### src/rtl/w5300_pkg.sv
// Shared definitions for the W5300 bus scheduler: state encoding,
// default geometry and timing, port identities and a counter helper.
package w5300_pkg;

    localparam int ABITS_DEF    = 10;
    localparam int DBITS_DEF    = 8;
    localparam int T_SETUP_DEF  = 1;
    localparam int T_STROBE_DEF = 3;
    localparam int T_HOLD_DEF   = 1;

    // Requester identities; the poller counts as "last granted" after reset.
    localparam logic PORT_BRIDGE = 1'b0;
    localparam logic PORT_POLLER = 1'b1;

    typedef enum logic [2:0] {
        ST_IDLE   = 3'd0,
        ST_SETUP  = 3'd1,
        ST_STROBE = 3'd2,
        ST_HOLD   = 3'd3,
        ST_DONE   = 3'd4
    } state_e;

    // Down-counter preload for a timed state that lasts t cycles.
    function automatic logic [3:0] cnt_load(input int t);
        return 4'(t - 1);
    endfunction

endpackage

### src/rtl/w5300_rr_arb.sv
// Two-way round-robin arbiter. Grant is combinational from the request
// vector and the last-granted flag; the flag advances only when the
// scheduler accepts a grant.
module w5300_rr_arb
    import w5300_pkg::*;
(
    input  logic       clk,
    input  logic       rst,
    input  logic [1:0] req_i,
    input  logic       take_i,
    output logic       valid_o,
    output logic       gnt_o
);

    logic last_q;

    // Pick the sole requester, or on a tie the port not granted last.
    always_comb begin
        valid_o = |req_i;
        // NOTE: every path assigns gnt_o, so no latch is inferred.
        if (req_i == 2'b11) begin
            gnt_o = ~last_q;
        end else begin
            gnt_o = req_i[1];
        end
    end

    // Remember who was granted so the other port wins the next tie.
    always_ff @(posedge clk or posedge rst) begin
        if (rst) begin
            last_q <= PORT_POLLER;
        end else if (take_i) begin
            // NOTE: non-blocking so every flop samples pre-edge values.
            last_q <= gnt_o;
        end
    end

endmodule

### src/rtl/w5300_bus_sched.sv
// Two-port scheduler for the W5300 bus: arbitrates between the Z80
// bridge (port 0) and the status poller (port 1), then runs one timed
// setup/strobe/hold chip cycle per grant. All outputs are registered.
module w5300_bus_sched
    import w5300_pkg::*;
#(
    parameter int ABITS    = ABITS_DEF,
    parameter int DBITS    = DBITS_DEF,
    parameter int T_SETUP  = T_SETUP_DEF,
    parameter int T_STROBE = T_STROBE_DEF,
    parameter int T_HOLD   = T_HOLD_DEF
) (
    input  logic             clk,
    input  logic             rst,
    input  logic             req0,
    input  logic             req1,
    input  logic             we0,
    input  logic             we1,
    input  logic [ABITS-1:0] addr0,
    input  logic [ABITS-1:0] addr1,
    input  logic [DBITS-1:0] wdata0,
    input  logic [DBITS-1:0] wdata1,
    output logic             done0,
    output logic             done1,
    output logic [DBITS-1:0] rdata,
    output logic             busy,
    output logic [ABITS-1:0] w_a,
    output logic [DBITS-1:0] w_dout,
    output logic             w_doe,
    output logic             w_cs_n,
    output logic             w_rd_n,
    output logic             w_wr_n,
    input  logic [DBITS-1:0] w_din
);

    state_e           state_q;
    logic [3:0]       cnt_q;
    logic             id_q;
    logic             we_q;
    logic [ABITS-1:0] a_q;
    logic [DBITS-1:0] dout_q;
    logic [DBITS-1:0] rdata_q;
    logic             doe_q;
    logic             cs_n_q;
    logic             rd_n_q;
    logic             wr_n_q;
    logic             done0_q;
    logic             done1_q;
    logic             busy_q;

    logic             arb_valid;
    logic             arb_gnt;
    logic             take;
    logic             sel_we;
    logic [ABITS-1:0] sel_addr;
    logic [DBITS-1:0] sel_wdata;

    assign take = (state_q == ST_IDLE) && arb_valid;

    w5300_rr_arb u_arb (
        .clk    (clk),
        .rst    (rst),
        .req_i  ({req1, req0}),
        .take_i (take),
        .valid_o(arb_valid),
        .gnt_o  (arb_gnt)
    );

    // Route the granted port's access parameters toward the latch.
    always_comb begin
        sel_we    = arb_gnt ? we1    : we0;
        sel_addr  = arb_gnt ? addr1  : addr0;
        sel_wdata = arb_gnt ? wdata1 : wdata0;
    end

    // Chip-cycle sequencer with registered pin and handshake outputs.
    always_ff @(posedge clk or posedge rst) begin
        if (rst) begin
            state_q <= ST_IDLE;
            cnt_q   <= 4'd0;
            id_q    <= 1'b0;
            we_q    <= 1'b0;
            a_q     <= '0;
            dout_q  <= '0;
            rdata_q <= '0;
            doe_q   <= 1'b0;
            cs_n_q  <= 1'b1;
            rd_n_q  <= 1'b1;
            wr_n_q  <= 1'b1;
            done0_q <= 1'b0;
            done1_q <= 1'b0;
            busy_q  <= 1'b0;
        end else begin
            // Done pulses default low so each lasts exactly one cycle.
            done0_q <= 1'b0;
            done1_q <= 1'b0;
            case (state_q)
                ST_IDLE: begin
                    if (arb_valid) begin
                        state_q <= ST_SETUP;
                        cnt_q   <= cnt_load(T_SETUP);
                        id_q    <= arb_gnt;
                        we_q    <= sel_we;
                        a_q     <= sel_addr;
                        dout_q  <= sel_wdata;
                        doe_q   <= sel_we;
                        cs_n_q  <= 1'b0;
                        busy_q  <= 1'b1;
                    end
                end
                ST_SETUP: begin
                    if (cnt_q == 4'd0) begin
                        state_q <= ST_STROBE;
                        cnt_q   <= cnt_load(T_STROBE);
                        rd_n_q  <= we_q;
                        wr_n_q  <= ~we_q;
                    end else begin
                        cnt_q <= cnt_q - 4'd1;
                    end
                end
                ST_STROBE: begin
                    if (cnt_q == 4'd0) begin
                        state_q <= ST_HOLD;
                        cnt_q   <= cnt_load(T_HOLD);
                        rd_n_q  <= 1'b1;
                        wr_n_q  <= 1'b1;
                        if (!we_q) begin
                            rdata_q <= w_din;
                        end
                    end else begin
                        cnt_q <= cnt_q - 4'd1;
                    end
                end
                ST_HOLD: begin
                    if (cnt_q == 4'd0) begin
                        state_q <= ST_DONE;
                        cs_n_q  <= 1'b1;
                        doe_q   <= 1'b0;
                        done0_q <= (id_q == PORT_BRIDGE);
                        done1_q <= (id_q == PORT_POLLER);
                    end else begin
                        cnt_q <= cnt_q - 4'd1;
                    end
                end
                ST_DONE: begin
                    state_q <= ST_IDLE;
                    busy_q  <= 1'b0;
                end
                default: begin
                    state_q <= ST_IDLE;
                end
            endcase
        end
    end

    assign done0  = done0_q;
    assign done1  = done1_q;
    assign rdata  = rdata_q;
    assign busy   = busy_q;
    assign w_a    = a_q;
    assign w_dout = dout_q;
    assign w_doe  = doe_q;
    assign w_cs_n = cs_n_q;
    assign w_rd_n = rd_n_q;
    assign w_wr_n = wr_n_q;

endmodule

### config.mk
export PLATFORM = sky130hd
export DESIGN_NAME = w5300_bus_sched
export DESIGN_NICKNAME = d
export VERILOG_FILES = /design/src/rtl/w5300_pkg.sv /design/src/rtl/w5300_rr_arb.sv /design/src/rtl/w5300_bus_sched.sv
export SDC_FILE = /design/constraint.sdc
export NUM_CORES = 1
export LEC_CHECK = 0
export ABC_AREA = 1
export CAP_MARGIN = 5
export CORE_MARGIN = 1
export CORE_UTILIZATION = 35
export CTS_CLUSTER_SIZE = 25
export DETAILED_ROUTE_END_ITERATION = 8
export PLACE_DENSITY_LB_ADDON = 0.3
export SLEW_MARGIN = 0
export SYNTH_ARGS = -nofsm -noshare
export SYNTH_HDL_FRONTEND = slang
export SYNTH_HIERARCHICAL = 1
export SYNTH_SLANG_ARGS = --single-unit
export TNS_END_PERCENT = 20
### constraint.sdc
create_clock -name clk -period 2 [get_ports clk]
set_input_delay 0.3 -clock clk [delete_from_list [all_inputs] [get_ports clk]]
set_output_delay 0.3 -clock clk [all_outputs]
set_load 0.005 [all_outputs]
==> results_tabular.tex, run 1 <==
\begin{tabular}{lr}
\hline
Metric & Value \\
\hline
\multicolumn{2}{l}{\textbf{Floorplanning}} \\
Std-Cell Core Area & 0.00596 mm\^{}2 \\
Die X & 81.0 um \\
Starting utilization of the core area & 36.7\% \\
Count of boundary I/O pins & 83 \\
Cell row count & 28 \\
Die height & 81.0 um \\
Die Outline Area & 0.00657 mm\^{}2 \\
\multicolumn{2}{l}{\textbf{Logic synthesis}} \\
Post-synthesis sequential area ratio & 49.5\% \\
Simple logic cell fraction of the synthesized area & 28.6\% \\
Flops \& latches, synth & 43 \\
Share of synthesized cell area in full adder, half adder and majority cells & 0.572\% \\
Number of synthesis warnings & 6 \\
Leading area contributor after synthesis & sky130\_fd\_sc\_hd\_\_dfrtp\_1 \\
Post-synthesis cell area & 0.00219 mm\^{}2 \\
Average cell area after synthesis & 8.67 um\^{}2 \\
Portion of synthesized cell area occupied by the leading cell type & 44.6\% \\
Synthesized-area fraction occupied by ao, oa, aoi and oai cells & 15.2\% \\
Top area cells in the synthesized netlist & sky130\_fd\_sc\_hd\_\_dfrtp\_1 45\%, sky130\_fd\_sc\_hd\_\_nand2\_1 12\%, sky130\_fd\_sc\_hd\_\_o31ai\_2 9.7\% \\
Multiplexer fraction of the synthesized cell area & 0\% \\
Area share of xor/xnor cells in the synthesized design & 0\% \\
Number of distinct standard cells referenced by the synthesized netlist & 28 \\
Largest family of logic cells by synthesized area & simple AND/OR/NAND/NOR gates \\
Cells after Synth & 252 \\
Post-Syn Nets & 303 \\
\multicolumn{2}{l}{\textbf{Timing}} \\
Setup-failing EPs final & 0 \\
Final worst hold slack & 0.368 ns \\
Slew headroom & 67.0\% \\
Pin slew with the least headroom to its limit & 0.496 ns \\
Final Critical Period & 1.63 ns \\
Unrepaired setup endpoints after global routing & no \\
Setup\_tns & 0 ns \\
Final clock skew & 0.00229 ns \\
Highest achievable clock rate & 615 MHz \\
Number of hold violations in the final report & 0 \\
Fraction of the cycle the final worst path needs & 81.3\% \\
Final Max Tran Viols & 0 \\
\multicolumn{2}{l}{\textbf{Power and ir drop}} \\
Maximum resistive drop on vdd & 0.549 mV \\
Overall power after layout & 4.37 mW \\
Leakage power of the design & 1.44 nW \\
Power Dens Cells & 1380 mW/mm\^{}2 \\
\multicolumn{2}{l}{\textbf{Clock tree}} \\
Total of hold buffers inserted after clock tree synthesis & 0 \\
Clock slew seen by the registers of the worst setup and hold paths & 0.08 ns \\
Total number of clock tree sinks & 43 \\
\# Post-CTS Setup Buffers & 0 \\
Clk buf depth & 2 \\
Clock tree root buffer cell & sky130\_fd\_sc\_hd\_\_clkbuf\_8 \\
Num CTS Buffers & 5 \\
\# resized after CTS & 0 \\
Worst skew pair latency & 0.29 ns \\
Clock tree from TritonCTS & done \\
H-tree depth & 2 \\
\multicolumn{2}{l}{\textbf{Worst setup path}} \\
WP data arrival & 1.33 ns \\
Cell-by-cell trace of the critical path & clkdlybuf4s50\_1 \\
Worst setup EP type & output port \\
Worst setup path class & reg2out \\
Cell with the largest stage delay on the worst path & sky130\_fd\_sc\_hd\_\_dfstp\_2 \\
Kind of start point of the critical path & flip-flop \\
Crit-path leading delay family & flip-flops \\
CP max stage delay & 0.54 ns \\
Critical Path Fanout Max & 2 \\
Worst endpoint required time & 1.70 ns \\
Number of buffers and inverters on the critical path & 1 \\
\multicolumn{2}{l}{\textbf{Global routing}} \\
GR Overflow Total & 0 \\
Maximum number of pins on one net before global-route repair & 42 \\
First-pass GRT wire length & 8610 um \\
Number of global-route vias before repair & 1994 \\
Number of antenna violations at the first check in global routing & 0 \\
All-layer global routing usage & 17.3\% \\
\multicolumn{2}{l}{\textbf{Run status}} \\
Outcome & finished clean \\
\multicolumn{2}{l}{\textbf{Routing}} \\
Via total after detailed routing & 1916 \\
Routed len/inst & 11.8 um \\
Average via count per standard cell & 4.65 \\
Final wirelength & 4840 um \\
Number of design-rule violations left by the first detailed-router iteration & 101 \\
Number of detailed-route iterations in the first pass & 4 \\
Number of routed nets with antenna violations & 0 \\
\# DRC & 0 \\
\multicolumn{2}{l}{\textbf{Worst hold path}} \\
Worst min-delay path category & in2async \\
\multicolumn{2}{l}{\textbf{Final layout}} \\
Count of antenna diodes in the layout & 0 \\
Sequential standard cell area & 0.00108 mm\^{}2 \\
Layout Cells excl Fill & 412 \\
Area Growth Syn to Fin & 45.0\% \\
Commonest non-fill, non-tap cells in the layout & 82 x sky130\_fd\_sc\_hd\_\_clkdlybuf4s50\_1, 72 x sky130\_fd\_sc\_hd\_\_nand2\_1, 46 x sky130\_fd\_sc\_hd\_\_nor2\_1 \\
Net count of the finished layout & 387 \\
Multi-input logic area & 973 um\^{}2 \\
Leading cell type in the layout, fill and taps excluded & sky130\_fd\_sc\_hd\_\_clkdlybuf4s50\_1 \\
Final core utilization & 53.2\% \\
Fraction of final layout cells with drive strength greater than 1 & 15.4\% \\
FILL cells & 578 \\
\multicolumn{2}{l}{\textbf{Placed design}} \\
Detail Placement HPWL & 3620 um \\
Placed Instances & 404 \\
Number of buffers inserted by port buffering & 82 \\
Final GP Congestion & 0.832 \\
\multicolumn{2}{l}{\textbf{Run}} \\
Max-capacitance violation count & 0 \\
\hline
\end{tabular}
[worst paths after layout]
kind	from	slack, ns	endpoint	depth (start not counted)
max in group asynchronous	rst	1.32	w_cs_n	3
worst min register to register	id_q	0.46	done0	1
worst max-delay path	w_cs_n	0.37	w_cs_n	1
worst min-delay path	rst	0.37	u_arb/last_q	2
worst max register to register	cnt_q[0]	0.47	rdata[6]	8
min in group clk	id_q	0.46	done0	1
[final cells by class]
| cell class | instances | share of cell area (%) |
|---|---|---|
| Clock buffer | 8 | 3.16 |
| Timing Repair Buffer | 87 | 27.1 |
| Inverter | 17 | 2.01 |
| Sequential cell | 43 | 34.1 |
| Multi-Input combinational cell | 182 | 30.7 |
| Tap cell | 75 | 2.96 |
[state kept, by name, indices dropped and copies added, names as in the netlist]
| name | cells |
|---|---|
| busy | 1 |
| cnt_q | 4 |
| done1 | 1 |
| u_arb/last_q | 1 |
| w_cs_n | 1 |
| we_q | 1 |
| w_dout | 8 |
| w_a | 10 |
| id_q | 1 |
| rdata | 8 |
| done0 | 1 |
| state_q | 3 |
| w_wr_n | 1 |
| w_doe | 1 |
| w_rd_n | 1 |
[Yosys cell counts (all sizes together)]
cell     n
dfstp    4
nand3   11
or2      2
a21boi   1
ha       1
nor3     1
o211ai   1
clkbuf   2
inv     17
nor2    52
nand4    1
nand2   77
dfrtp   39
o21ai   16
o31ai   18
a21oi    1
buf      8
[layer usage]
metal | part of all wire, % | wire, um | GRT usage (%)
met5 | 0 | 0 | 0
met4 | 1.8 | 89 | 6.61
met3 | 7.4 | 356 | 5.73
met2 | 50 | 2420 | 30.3
met1 | 41 | 1980 | 19.2
[report_power, final]
part | internal, mW | switching (mW) | leakage (nW)
sequential | 1.31 | 0.289 | 0.516
combinational | 1.13 | 1.05 | 0.874
clock | 0.315 | 0.283 | 0.0515
[metrics by stage]
step,setup slack (ns),instance area [um^2]
2_1_floorplan,0.661,2190
3_3_place_gp,0.239,3070
4_1_cts,0.354,3170
3_5_place_dp,0.198,3070
5_1_grt,0.299,3170
6_report,0.373,3170
[cell families (layout without fill, tap and decap cells)]
group	Yosys count	in the layout
and+or+nand+nor	144	144
DFF	43	43
buffers and inverters	27	112
adders and majority gates	1	1
AOI/OAI and AO/OA	37	37
Note: power is estimated with default switching activity, not from simulation.
==> inputs of run 2 (changes only) <==
==> constraint.sdc (replaced) <==
create_clock -name clk -period 1.4 [get_ports clk]
set_input_delay 0.21 -clock clk [delete_from_list [all_inputs] [get_ports clk]]
set_output_delay 0.21 -clock clk [all_outputs]
set_load 0.005 [all_outputs]
==> run 2 against run 1 <==
Net effect: die area stayed put; worst hold slack lost 0.20 ns; highest routed layer unchanged; clock power grew 91%; sequential share of layout area decreased by 3.1 points; via count grew 2.7%; critical endpoint is now w_rd_n; register-to-register slack worse by 0.47 ns; core utilization rose by 5.4 points; non-clock buffer count up 20; power rose by 59%.
==> results_tabular.tex, run 2 (synthesis results as in run 1) <==
\begin{tabular}{lr}
\hline
Metric & Value \\
\hline
\multicolumn{2}{l}{\textbf{Final layout}} \\
Leading cell type in the layout, fill and taps excluded & sky130\_fd\_sc\_hd\_\_nand2\_1 \\
FILL cells & 574 \\
Count of antenna diodes in the layout & 0 \\
Sequential standard cell area & 0.00108 mm\^{}2 \\
Area Growth Syn to Fin & 59.9\% \\
Fraction of final layout cells with drive strength greater than 1 & 22.4\% \\
Multi-input logic area & 0.00101 mm\^{}2 \\
Final core utilization & 58.7\% \\
Net count of the finished layout & 407 \\
Commonest non-fill, non-tap cells in the layout & 71 x sky130\_fd\_sc\_hd\_\_nand2\_1, 60 x sky130\_fd\_sc\_hd\_\_clkdlybuf4s50\_1, 46 x sky130\_fd\_sc\_hd\_\_nor2\_1 \\
Flip-flop count of the largest register, all copies and words added & 10 \\
\multicolumn{2}{l}{\textbf{Global routing}} \\
Number of antenna violations at the first check in global routing & 0 \\
Number of global-route vias before repair & 1925 \\
First-pass GRT wire length & 8640 um \\
All-layer global routing usage & 17.1\% \\
Maximum number of pins on one net before global-route repair & 24 \\
GR Overflow Total & 0 \\
\multicolumn{2}{l}{\textbf{Worst setup path}} \\
Number of buffers and inverters on the critical path & 3 \\
Count of cells along the worst register-to-register path & 10 \\
Worst setup path class & reg2reg \\
Setup slack, reg-to-reg & 0.003 ns \\
Launch instance of the worst register-to-register path & cnt\_q[1] \\
Path length in cells of the critical path & 10 \\
Worst endpoint required time & 1.63 ns \\
Kind of start point of the critical path & flip-flop \\
Cell-by-cell trace of the critical path & inv\_2 -> ha\_4 -> nand2\_2 -> nor2\_4 -> nand2\_4 -> buf\_12 -> o21ai\_4 -> inv\_2 -> nand2\_1 -> nand2\_1 \\
WP data arrival & 1.63 ns \\
Worst setup EP type & flip-flop \\
Endpoint of the worst-slack reg-to-reg timing path & w\_rd\_n \\
Crit path capture & w\_rd\_n \\
Critical Path Fanout Max & 7 \\
Worst setup path startpoint & cnt\_q[1] \\
Cell with the largest stage delay on the worst path & sky130\_fd\_sc\_hd\_\_dfrtp\_1 \\
CP max stage delay & 0.40 ns \\
Crit-path leading delay family & simple AND/OR/NAND/NOR gates \\
\multicolumn{2}{l}{\textbf{Power and ir drop}} \\
Power Dens Cells & 2000 mW/mm\^{}2 \\
Flop pwr share & 32.4\% \\
Clock power share & 16.4\% \\
Share of total power consumed by net switching & 35.9\% \\
Maximum resistive drop on vdd & 0.793 mV \\
NetSw & 2.50 mW \\
Overall power after layout & 6.97 mW \\
Leakage power of the design & 1.78 nW \\
Logic pwr share & 51.3\% \\
Internal cell power & 4.47 mW \\
\multicolumn{2}{l}{\textbf{Clock tree}} \\
H-tree depth & 2 \\
Clock slew seen by the registers of the worst setup and hold paths & 0.08 ns \\
Clk buf depth & 2 \\
Clock tree from TritonCTS & done \\
Num CTS Buffers & 5 \\
Worst skew pair latency & 0.29 ns \\
Total of hold buffers inserted after clock tree synthesis & 0 \\
Total number of clock tree sinks & 43 \\
Clock tree root buffer cell & sky130\_fd\_sc\_hd\_\_clkbuf\_8 \\
\multicolumn{2}{l}{\textbf{Placed design}} \\
Number of buffers inserted by port buffering & 82 \\
Detail Placement HPWL & 3970 um \\
Final GP Congestion & 0.804 \\
\multicolumn{2}{l}{\textbf{Timing}} \\
Highest achievable clock rate & 716 MHz \\
Pin slew with the least headroom to its limit & 0.472 ns \\
Final Max Tran Viols & 0 \\
Final Critical Period & 1.40 ns \\
Fraction of the cycle the final worst path needs & 99.8\% \\
Number of hold violations in the final report & 0 \\
Setup-failing EPs final & 0 \\
Final clock skew & 0.00434 ns \\
Slew headroom & 68.5\% \\
Unrepaired setup endpoints after global routing & yes \\
\multicolumn{2}{l}{\textbf{Routing}} \\
Via total after detailed routing & 1967 \\
Number of detailed-route iterations in the first pass & 4 \\
Detailed-routed wire length on met2 & 2560 um \\
\# DRC & 0 \\
Number of routed nets with antenna violations & 0 \\
Final wirelength & 5140 um \\
Number of design-rule violations left by the first detailed-router iteration & 90 \\
Highest Signal Layer & met4 \\
Wire length on met3 & 269 um \\
Average via count per standard cell & 4.55 \\
Routed metal-1 wirelength & 2280 um \\
Routed len/inst & 11.9 um \\
\multicolumn{2}{l}{\textbf{Floorplanning}} \\
Std-Cell Core Area & 0.00596 mm\^{}2 \\
Count of boundary I/O pins & 83 \\
Die height & 81.0 um \\
Die Outline Area & 0.00657 mm\^{}2 \\
Die X & 81.0 um \\
Cell row count & 28 \\
Starting utilization of the core area & 36.7\% \\
\multicolumn{2}{l}{\textbf{Worst hold path}} \\
Worst min-delay path category & in2async \\
\multicolumn{2}{l}{\textbf{Run status}} \\
Outcome & finished clean \\
\multicolumn{2}{l}{\textbf{Run}} \\
Max-capacitance violation count & 0 \\
\hline
\end{tabular}
-- run 2: cell count changes in the layout (fill, tap and decap cells not counted), sizes merged --
| cell | delta |
|---|---|
| clkdlybuf4s50 | -22 |
| buf | +20 |
| dlymetal6s2s | +18 |
| dlygate4sd2 | +4 |
| bufinv | +2 |
| clkbuf | -2 |
-- run 2: timing repair --
item                                    in CTS  in global routing
pin swaps                                    0                 11
endpoints found under the setup margin      15                 31
cloned                                       0                  0
gates resized for setup                      8                 25
buffers inserted                             0                  7
-- run 2: layer usage --
metal	vias to the layer above	track usage [%]
li1	1013	-
met1	902	21.6
met2	50	29.3
met3	2	4.72
met4	0	3.21
met5	-	0
-- run 2: cell type report --
cell class,instances,area share (%)
repair buffers,107,31.9
flip-flops and latches,43,31.0
multi-input cells,182,28.8
well taps,75,2.69
clock buffers,6,2.08
inverters,17,1.83
clock inverters,2,1.72
-- run 2: worst min path at each step --
stage | cells past startpoint | to | slack (ns) | start
floorplan | 1 | u_arb/last_q | 0.1 | rst
global placement | 1 | done0 | 0.44 | id_q
detailed placement | 1 | done0 | 0.45 | id_q
CTS | 2 | rdata[3] | 0.17 | rst
global route | 2 | rdata[3] | 0.19 | rst
finish | 2 | rdata[3] | 0.17 | rst
-- run 2: per-stage QoR --
step | std cells | hold slack, ns | TNS [ns] | area (um^2) | setup WS [ns]
after floorplan | 252 | 0.0997 | 0 | 2190 | 0.0607
after global placement | 417 | 0.439 | -4.73 | 3220 | -0.236
after detailed placement | 417 | 0.446 | -5.38 | 3220 | -0.255
after CTS | 425 | 0.174 | -0.00832 | 3360 | -0.00832
after global routing | 432 | 0.192 | -0.783 | 3490 | -0.0795
final | 432 | 0.169 | 0 | 3490 | 0.00255
-- run 2: power by group through the flow --
stage | Combinational, mW | Sequential [mW] | Clock, mW
after detailed placement | 3.54 | 2.27 | 0
after global placement | 3.46 | 2.27 | 0
after floorplan | 1.89 | 2.25 | 0
final | 3.57 | 2.26 | 1.14
after global routing | 4.01 | 2.34 | 1.23
after CTS | 3.55 | 2.26 | 1.17
